==> src/rtl/fixed_point_divider_seq.sv <==
// fixed_point_divider_seq
//   Iterative restoring radix-2 fixed-point divider, out = a / b, one quotient
//   bit per cycle. Selectable signed/unsigned, truncate or round-half-to-even,
//   saturating on overflow, valid/ready handshake on both sides.
// Ports:
//   clock, reset        : single clock, synchronous active-high reset
//   inValid/inReady     : operand handshake (accepted only in IDLE)
//   a [A1+A2], b [B1+B2]: dividend / divisor
//   outValid/outReady   : result handshake; out/divByZero/overflow held until taken
//   out [O1+O2]         : quotient
//   divByZero, overflow : b was zero / result saturated
// Constraint: O2 + B2 >= A2.
module fixed_point_divider_seq #(
  parameter int A1         = 4,
  parameter int A2         = 4,
  parameter int B1         = 4,
  parameter int B2         = 4,
  parameter int O1         = 4,
  parameter int O2         = 4,
  parameter bit SIGNED     = 1'b1,
  parameter bit ROUND_MODE = 1'b1
) (
  input  logic             clock,
  input  logic             reset,
  input  logic             inValid,
  output logic             inReady,
  input  logic [A1+A2-1:0] a,
  input  logic [B1+B2-1:0] b,
  output logic             outValid,
  input  logic             outReady,
  output logic [O1+O2-1:0] out,
  output logic             divByZero,
  output logic             overflow
);
  localparam int AW = A1 + A2;
  localparam int BW = B1 + B2;
  localparam int OW = O1 + O2;
  localparam int S  = O2 + B2 - A2;
  localparam int N  = AW + S;
  localparam int QW = N + 1;                       // quotient incl. guard bit
  localparam int MW = (QW > OW + 1) ? QW : OW + 1; // wide enough for range check
  localparam int CW = $clog2(QW + 1);

  localparam logic [OW-1:0] MAX_POS = SIGNED ? {1'b0, {(OW-1){1'b1}}} : {OW{1'b1}};
  localparam logic [OW-1:0] MIN_NEG = {1'b1, {(OW-1){1'b0}}};

  typedef enum logic [1:0] {IDLE, DIV, ROUND, DONE} state_t;

  state_t        state_q, state_d;
  logic [QW-1:0] num_q, num_d;   // numerator, shifted out MSB first
  logic [BW-1:0] den_q, den_d;
  logic [BW-1:0] rem_q, rem_d;
  logic [QW-1:0] quo_q, quo_d;
  logic [CW-1:0] cnt_q, cnt_d;
  logic          neg_q, neg_d;
  logic [OW-1:0] out_q, out_d;
  logic          dbz_q, dbz_d;
  logic          ovf_q, ovf_d;

  logic          a_neg, b_neg;
  logic [AW-1:0] a_mag;
  logic [BW-1:0] b_mag;
  logic [BW:0]   rem_sh, diff;
  logic          ge;
  logic [MW-1:0] m_base, m_rnd, lim;

  assign a_neg = SIGNED && a[AW-1];
  assign b_neg = SIGNED && b[BW-1];
  assign a_mag = a_neg ? AW'(0) - a : a;
  assign b_mag = b_neg ? BW'(0) - b : b;

  // Partial remainder is always < den, so a borrow out of the (BW+1)-bit
  // subtraction is exactly the "does not fit" condition.
  assign rem_sh = {rem_q, num_q[QW-1]};
  assign diff   = rem_sh - {1'b0, den_q};
  assign ge     = !diff[BW];

  // quo_q[0] is the guard bit, remainder != 0 is sticky.
  assign m_base = MW'(quo_q[QW-1:1]);
  assign m_rnd  = m_base + MW'(ROUND_MODE && quo_q[0] && ((|rem_q) || m_base[0]));
  // Negative results may reach one step further than positive ones.
  assign lim    = SIGNED ? (MW'(1) << (OW - 1)) - MW'(!neg_q)
                         : (MW'(1) << OW) - MW'(1);

  always_comb begin
    state_d = state_q;
    num_d   = num_q;
    den_d   = den_q;
    rem_d   = rem_q;
    quo_d   = quo_q;
    cnt_d   = cnt_q;
    neg_d   = neg_q;
    out_d   = out_q;
    dbz_d   = dbz_q;
    ovf_d   = ovf_q;
    case (state_q)
      IDLE: begin
        if (inValid) begin
          neg_d = a_neg ^ b_neg;
          den_d = b_mag;
          num_d = QW'(a_mag) << (S + 1);
          rem_d = '0;
          quo_d = '0;
          cnt_d = '0;
          dbz_d = (b == '0);
          ovf_d = 1'b0;
          if (b == '0) begin
            out_d   = a_neg ? MIN_NEG : MAX_POS;
            state_d = DONE;
          end else begin
            state_d = DIV;
          end
        end
      end
      DIV: begin
        rem_d = ge ? diff[BW-1:0] : rem_sh[BW-1:0];
        quo_d = {quo_q[QW-2:0], ge};
        num_d = num_q << 1;
        cnt_d = cnt_q + 1'b1;
        if (cnt_q == CW'(QW - 1)) state_d = ROUND;
      end
      ROUND: begin
        if (m_rnd > lim) begin
          ovf_d = 1'b1;
          out_d = neg_q ? MIN_NEG : MAX_POS;
        end else begin
          out_d = neg_q ? OW'(0) - m_rnd[OW-1:0] : m_rnd[OW-1:0];
        end
        state_d = DONE;
      end
      DONE: begin
        if (outReady) state_d = IDLE;
      end
      default: state_d = IDLE;
    endcase
  end

  always_ff @(posedge clock) begin
    if (reset) begin
      state_q <= IDLE;
      num_q   <= '0;
      den_q   <= '0;
      rem_q   <= '0;
      quo_q   <= '0;
      cnt_q   <= '0;
      neg_q   <= 1'b0;
      out_q   <= '0;
      dbz_q   <= 1'b0;
      ovf_q   <= 1'b0;
    end else begin
      state_q <= state_d;
      num_q   <= num_d;
      den_q   <= den_d;
      rem_q   <= rem_d;
      quo_q   <= quo_d;
      cnt_q   <= cnt_d;
      neg_q   <= neg_d;
      out_q   <= out_d;
      dbz_q   <= dbz_d;
      ovf_q   <= ovf_d;
    end
  end

  assign inReady   = (state_q == IDLE) && !reset;
  assign outValid  = (state_q == DONE);
  assign out       = out_q;
  assign divByZero = dbz_q;
  assign overflow  = ovf_q;
endmodule

==> config.mk <==
export PLATFORM = sky130hd
export DESIGN_NAME = fixed_point_divider_seq
export DESIGN_NICKNAME = d
export VERILOG_FILES = /design/src/rtl/fixed_point_divider_seq.sv
export SDC_FILE = /design/constraint.sdc
export NUM_CORES = 1
export LEC_CHECK = 0
export CAP_MARGIN = 15
export CELL_PAD_IN_SITES_DETAIL_PLACEMENT = 0
export CELL_PAD_IN_SITES_GLOBAL_PLACEMENT = 1
export CORE_MARGIN = 2
export CORE_UTILIZATION = 35
export CTS_CLUSTER_DIAMETER = 100
export DETAILED_ROUTE_END_ITERATION = 10
export PLACE_DENSITY = 0.67
export SLEW_MARGIN = 25
export SYNTH_ARGS = -nofsm -noshare
export SYNTH_HDL_FRONTEND = slang
export SYNTH_SLANG_ARGS = --single-unit
==> constraint.sdc <==
create_clock -name clock -period 6.65 [get_ports clock]
set_input_delay 1.33 -clock clock [delete_from_list [all_inputs] [get_ports clock]]
set_output_delay 1.33 -clock clock [all_outputs]
set_load 0.01 [all_outputs]
# Yosys cells after proc, flatten, opt, wreduce, memory -nomap -nowiden

Index checks and enable logic that the tools add are counted.

Muxes and demuxes: 26
Bitwise operators: 1
Reduce and logical (&&, ||, !) cells: 16
Equality and inequality tests: 9
$lt $le $gt $ge: 1
Add/subtract/negate cells: 7

Operators with widths:

| kind                  | count |
|---|---|
| $mux W8               | 10 |
| $pmux W13 S2          | 2 |
| $pmux W8 S2           | 2 |
| $mux W13              | 2 |
| $sub A1 B8 Y8 const A | 3 |
| $add A12 B1 Y13       | 1 |
| $gt A13 B13 Y1        | 1 |
| $reduce_and A3 Y1     | 3 |
| $sub A8 B1 Y9 const A | 1 |
| $sub A9 B8 Y9         | 1 |
| $logic_not A8 Y1      | 1 |
| $mux W2               | 4 |
| $ne A2 B2 Y1 const B  | 4 |
| $pmux W2 S4           | 1 |
| $pmux W4 S2           | 1 |
| $reduce_or A8 Y1      | 1 |
| $add A4 B1 Y4 const B | 1 |
| $eq A2 B2 Y1 const B  | 2 |
| $eq A4 B4 Y1 const B  | 1 |
| $mux W4               | 1 |
| $reduce_and A2 Y1     | 2 |
| $reduce_bool A2 Y1    | 2 |
| $logic_not A1 Y1      | 3 |
| $eq A2 B1 Y1 const B  | 1 |
| other kinds (7)       | 9 |

Bits in registers: 59
Output and inout bits: 12

# Longest topological paths before layout

Depth in word-level cells: 8
Mapped depth: 13

# Least setup slack after synthesis

OpenSTA, ideal clock, no wires.

Path kind: input to output
From: input port reset
To: output port inReady
Setup slack: 3.340 ns
Cell stages on the path: 3
Arrival time: 1.980 ns
Required time: 5.320 ns
Buffers on the path: 2
Cell sequence: clkbuf_1 buf_1 nor2_1

Longest elaborated chain between the ends: 2

RTL lines:

| item                | RTL line | source |
|---|---|---|
| start, declared     | 24       | `input logic reset,` |
| $logic_not A1 Y1    | 164      | `assign inReady = (state_q == IDLE) && !reset;` |
| $logic_and A1 B1 Y1 | 164      |  |
| end, declared       | 26       | `output logic inReady,` |

Every way passes these cells.

# Worst setup path in the final report

Same ends and word-level chain as after synthesis.

==> results.tsv <==
stage	metric	value	unit
sta	worst_pin_slew	0.834	ns
finish	layout-drive-gt1-share	4.99	%
sta	finalWorstSetupSlack	2.52	ns
power	leakage	1.52	nW
floorplan	die_h	103	µm
grt	grt_pass1_wl	12700	µm
grt	grt_pass1_vias	2688	
synthesis	post_synth_instance_area	3400	µm²
synthesis	synth_sequential_area_ratio	31.8	%
critical_path	timing.critical_path.from_type	input pin	
power	peakVddDrop	0.161	mV
synthesis	postSynth.asyncResetShare	0	%
clock_network	cts_tree	built	
routing	first_iter_violations	118	
clock_network	cts.htree.levels	2	
sta	hold_slack	0.461	ns
sta	totalNegativeSetupSlack	0	ns
routing	postRouteWirelength	7390	µm
routing	drt_first_pass_iters	4	
floorplan	floorplan.core_area	9330	µm²
grt	grt_start_max_net_pins	49	
critical_path	r2r-start	quo_q[0]$_SDFFE_PP0P_	
floorplan	fp.dieArea	10500	µm²
routing	detail_route.wl_per_cell	13.0	µm
critical_path	crit_path_max_incr_delay	0.49	ns
critical_path	timing.critical_path.cells	clkdlybuf4s50_1 > buf_4 > nor2_1 > clkdlybuf4s50_1	
sta	total_count_of_hold_check_failures_in_the_final_report	0	
min_path	whs_path_depth	2	
finish	area_growth_syn_to_layout	15.9	%
sta	grt_setup_unrepaired	no	
clock_network	clk_pin_slew_worst_paths	0.10	ns
synthesis	synth.yosys.warnings	0	
finish	final_nets	485	
critical_path	worst_ep_arrival	2.80	ns
sta	final_period_demand_of_the_worst_path	4.13	ns
placed_design	dp_hpwl	5550	µm
routing	route.antenna.remaining_nets	0	
floorplan	die_width	103	µm
sta	max_clock_freq	0.242	GHz
critical_path	crit_path_max_fanout	48	
grt	grt_overflow_total	0	
grt	antenna_found_initial	0	
floorplan	io_pins	32	
critical_path	critical-path-top-cell-by-count	sky130_fd_sc_hd__clkdlybuf4s50_1	
finish	fin_util	42.2	%
clock_network	clk-insertion-delay-late	0.31	ns
floorplan	initial_core_util	36.4	%
power	power.density_cell_area	311	nW/µm²
clock_network	cts_hold_buf	0	
sta	timing_max_transition_violations_final	0	
synthesis	netlist_instances	417	
synthesis	synthesis.nets	462	
grt	global_route.usage.total	15.1	%
critical_path	crit-reg2reg-capture	out[4]$_SDFFE_PP0P_	
critical_path	cp_slowest_cell	sky130_fd_sc_hd__clkdlybuf4s50_1	
min_path	min-delay-start	num_q[6]$_SDFFE_PP0P_	
synthesis	synth_edf_count	0	
sta	finalSetupViolCount	0	
critical_path	crit_path_end_kind	output port	
critical_path	cp_data_required_time	5.32	ns
routing	drc	0	
min_path	min_path_type	register to register	
clock_network	tritoncts_num_sinks	54	
clock_network	cts-resized-gates	0	
floorplan	floorplan.rows	35	
synthesis	netlist-cell-type-count	52	
synthesis	yosys_most_used_dff	sky130_fd_sc_hd__dfxtp_1	
min_path	hold-path-endpoint	num_q[6]$_SDFFE_PP0P_	
finish	diodes	0	
power	total_power	0.00123	W
clock_network	clockBufferDepth	2	
sta	maxSlewHeadroom	43.9	%
status	status	finished, final reports clean	
placed_design	placement.io_buffers	31	
critical_path	rrSetupSlack	2.99	ns
synthesis	synth_seq_cells	54	
sta	finalCritPeriodShare	62.1	%
placed_design	routabilityCongestion	0.782	
critical_path	timing.setup.critical_path_class	input pin to output port	
routing	route.detailed.vias_per_inst	4.99	
flow_run	cap_violations	0	
critical_path	worst-r2r-cell-count	12	
synthesis	mean_area_per_synthesized_cell	8.15	µm²
sta	fin_worst_skew	0.00825	ns
placed_design	dp_worst_setup_slack	2.46	ns
clock_network	cts_buffer_count	5	
clock_network	cts_setup_buffers	0	
routing	num_vias	2844	
clock_network	root_buffer	sky130_fd_sc_hd__clkbuf_8	
worst max-delay path: cells and delay by family:
kind / cells / cell delay, ns
simple gates: 1 / 0.08
buf+inv: 3 / 1.36
flip-flops by register name (all words and copies together) (netlist names):
name and count:
out 8, state_q 2, overflow 1, divByZero 1, den_q 8, neg_q 1
cnt_q 4, quo_q 13, rem_q 8, num_q 8
cell type report:
| class | count | area, µm² |
|---|---|---|
| clock inverter | 3 | 47.5 |
| fill | 975 | 5390 |
| tap | 129 | 161 |
| timing repair buffer | 33 | 325 |
| sequential | 54 | 1080 |
| inverter | 36 | 135 |
| clock buffer | 5 | 68.8 |
| multi-input combinational | 310 | 2120 |
cell families (layout without fill, tap and decap cells):
family / count (synthesis) / count (layout) / share of synthesized area, %
AOI/OAI and AO/OA: 100 / 100 / 21.2
muxes: 13 / 13 / 3.83
DFF: 54 / 54 / 31.8
and+or+nand+nor: 141 / 141 / 19.6
xor gates and xnor gates: 31 / 31 / 8.21
adders and majority gates: 25 / 25 / 9.43
buffers and inverters: 53 / 77 / 5.89
how the worst max path moves through the flow:
stage / start / end / slack [ns] / depth (start not counted)
floorplan: reset / inReady / 3.34 / 3
global placement: reset / inReady / 2.50 / 4
detailed placement: b[0] / out[4]$_SDFFE_PP0P_ / 2.46 / 8
CTS: reset / inReady / 2.50 / 4
global route: reset / inReady / 2.43 / 4
finish: reset / inReady / 2.52 / 4
cells in the final DEF (no fill, tap or decap), types with 4 or more instances in the layout:
| cell | Yosys | final |
|---|---|---|
| sky130_fd_sc_hd__a22oi_1 | 17 | 17 |
| sky130_fd_sc_hd__clkbuf_8 | 0 | 5 |
| sky130_fd_sc_hd__xor2_1 | 14 | 14 |
| sky130_fd_sc_hd__mux2i_1 | 13 | 13 |
| sky130_fd_sc_hd__nor2_1 | 43 | 43 |
| sky130_fd_sc_hd__a211oi_1 | 11 | 11 |
| sky130_fd_sc_hd__dfxtp_1 | 54 | 54 |
| sky130_fd_sc_hd__a21oi_1 | 17 | 16 |
| sky130_fd_sc_hd__a221oi_1 | 8 | 8 |
| sky130_fd_sc_hd__nand3_1 | 6 | 6 |
| sky130_fd_sc_hd__xnor2_1 | 16 | 16 |
| sky130_fd_sc_hd__nand2_1 | 57 | 57 |
| sky130_fd_sc_hd__nor4_1 | 4 | 4 |
| sky130_fd_sc_hd__and2_1 | 5 | 5 |
| sky130_fd_sc_hd__o31ai_1 | 5 | 5 |
| sky130_fd_sc_hd__inv_1 | 36 | 36 |
| sky130_fd_sc_hd__clkdlybuf4s50_1 | 0 | 31 |
| sky130_fd_sc_hd__o21ai_0 | 21 | 21 |
| sky130_fd_sc_hd__nor2b_1 | 4 | 4 |
| sky130_fd_sc_hd__nor3_1 | 5 | 5 |
| sky130_fd_sc_hd__ha_1 | 24 | 24 |
through the flow:
step / instances / cell area [µm²]
after global placement: 562 / 3820
after floorplan: 417 / 3400
final: 570 / 3940
after detailed placement: 562 / 3820
after global routing: 570 / 3940
after CTS: 570 / 3940
synth_stat cells, types with 4 or more instances:
cell type / number / share of area [%]
sky130_fd_sc_hd__nand3_1: 6 / 0.88
sky130_fd_sc_hd__nor2b_1: 4 / 0.74
sky130_fd_sc_hd__dfxtp_1: 54 / 32
sky130_fd_sc_hd__and2_1: 5 / 0.92
sky130_fd_sc_hd__inv_1: 36 / 4.0
sky130_fd_sc_hd__ha_1: 24 / 8.8
sky130_fd_sc_hd__o31ai_1: 5 / 1.1
sky130_fd_sc_hd__nor4_1: 4 / 0.74
sky130_fd_sc_hd__a211oi_1: 11 / 2.4
sky130_fd_sc_hd__a221oi_1: 8 / 2.1
sky130_fd_sc_hd__nor3_1: 5 / 0.74
sky130_fd_sc_hd__a21oi_1: 17 / 2.5
sky130_fd_sc_hd__nor2_1: 43 / 4.7
sky130_fd_sc_hd__clkbuf_1: 14 / 1.5
sky130_fd_sc_hd__xor2_1: 14 / 3.6
sky130_fd_sc_hd__mux2i_1: 13 / 3.8
sky130_fd_sc_hd__xnor2_1: 16 / 4.1
sky130_fd_sc_hd__a22oi_1: 17 / 3.8
sky130_fd_sc_hd__o21ai_0: 21 / 3.1
sky130_fd_sc_hd__nand2_1: 57 / 6.3
routing by layer:
metal / track usage, % / share of wire [%] / vias to the layer above
met5: 0 / 0 / -
met4: 3.90 / 0.46 / 0
met3: 2.44 / 3.2 / 4
met2: 24.0 / 45 / 35
met1: 21.2 / 51 / 1292
li1: - / - / 1513
power breakdown:
group,internal (W),switching (W)
clock network,0.000114,0.000115
logic,0.000253,0.000323
registers,0.000378,0.0000436
total,0.000745,0.000482
No activity file was read; power rests on OpenSTA's default activity.
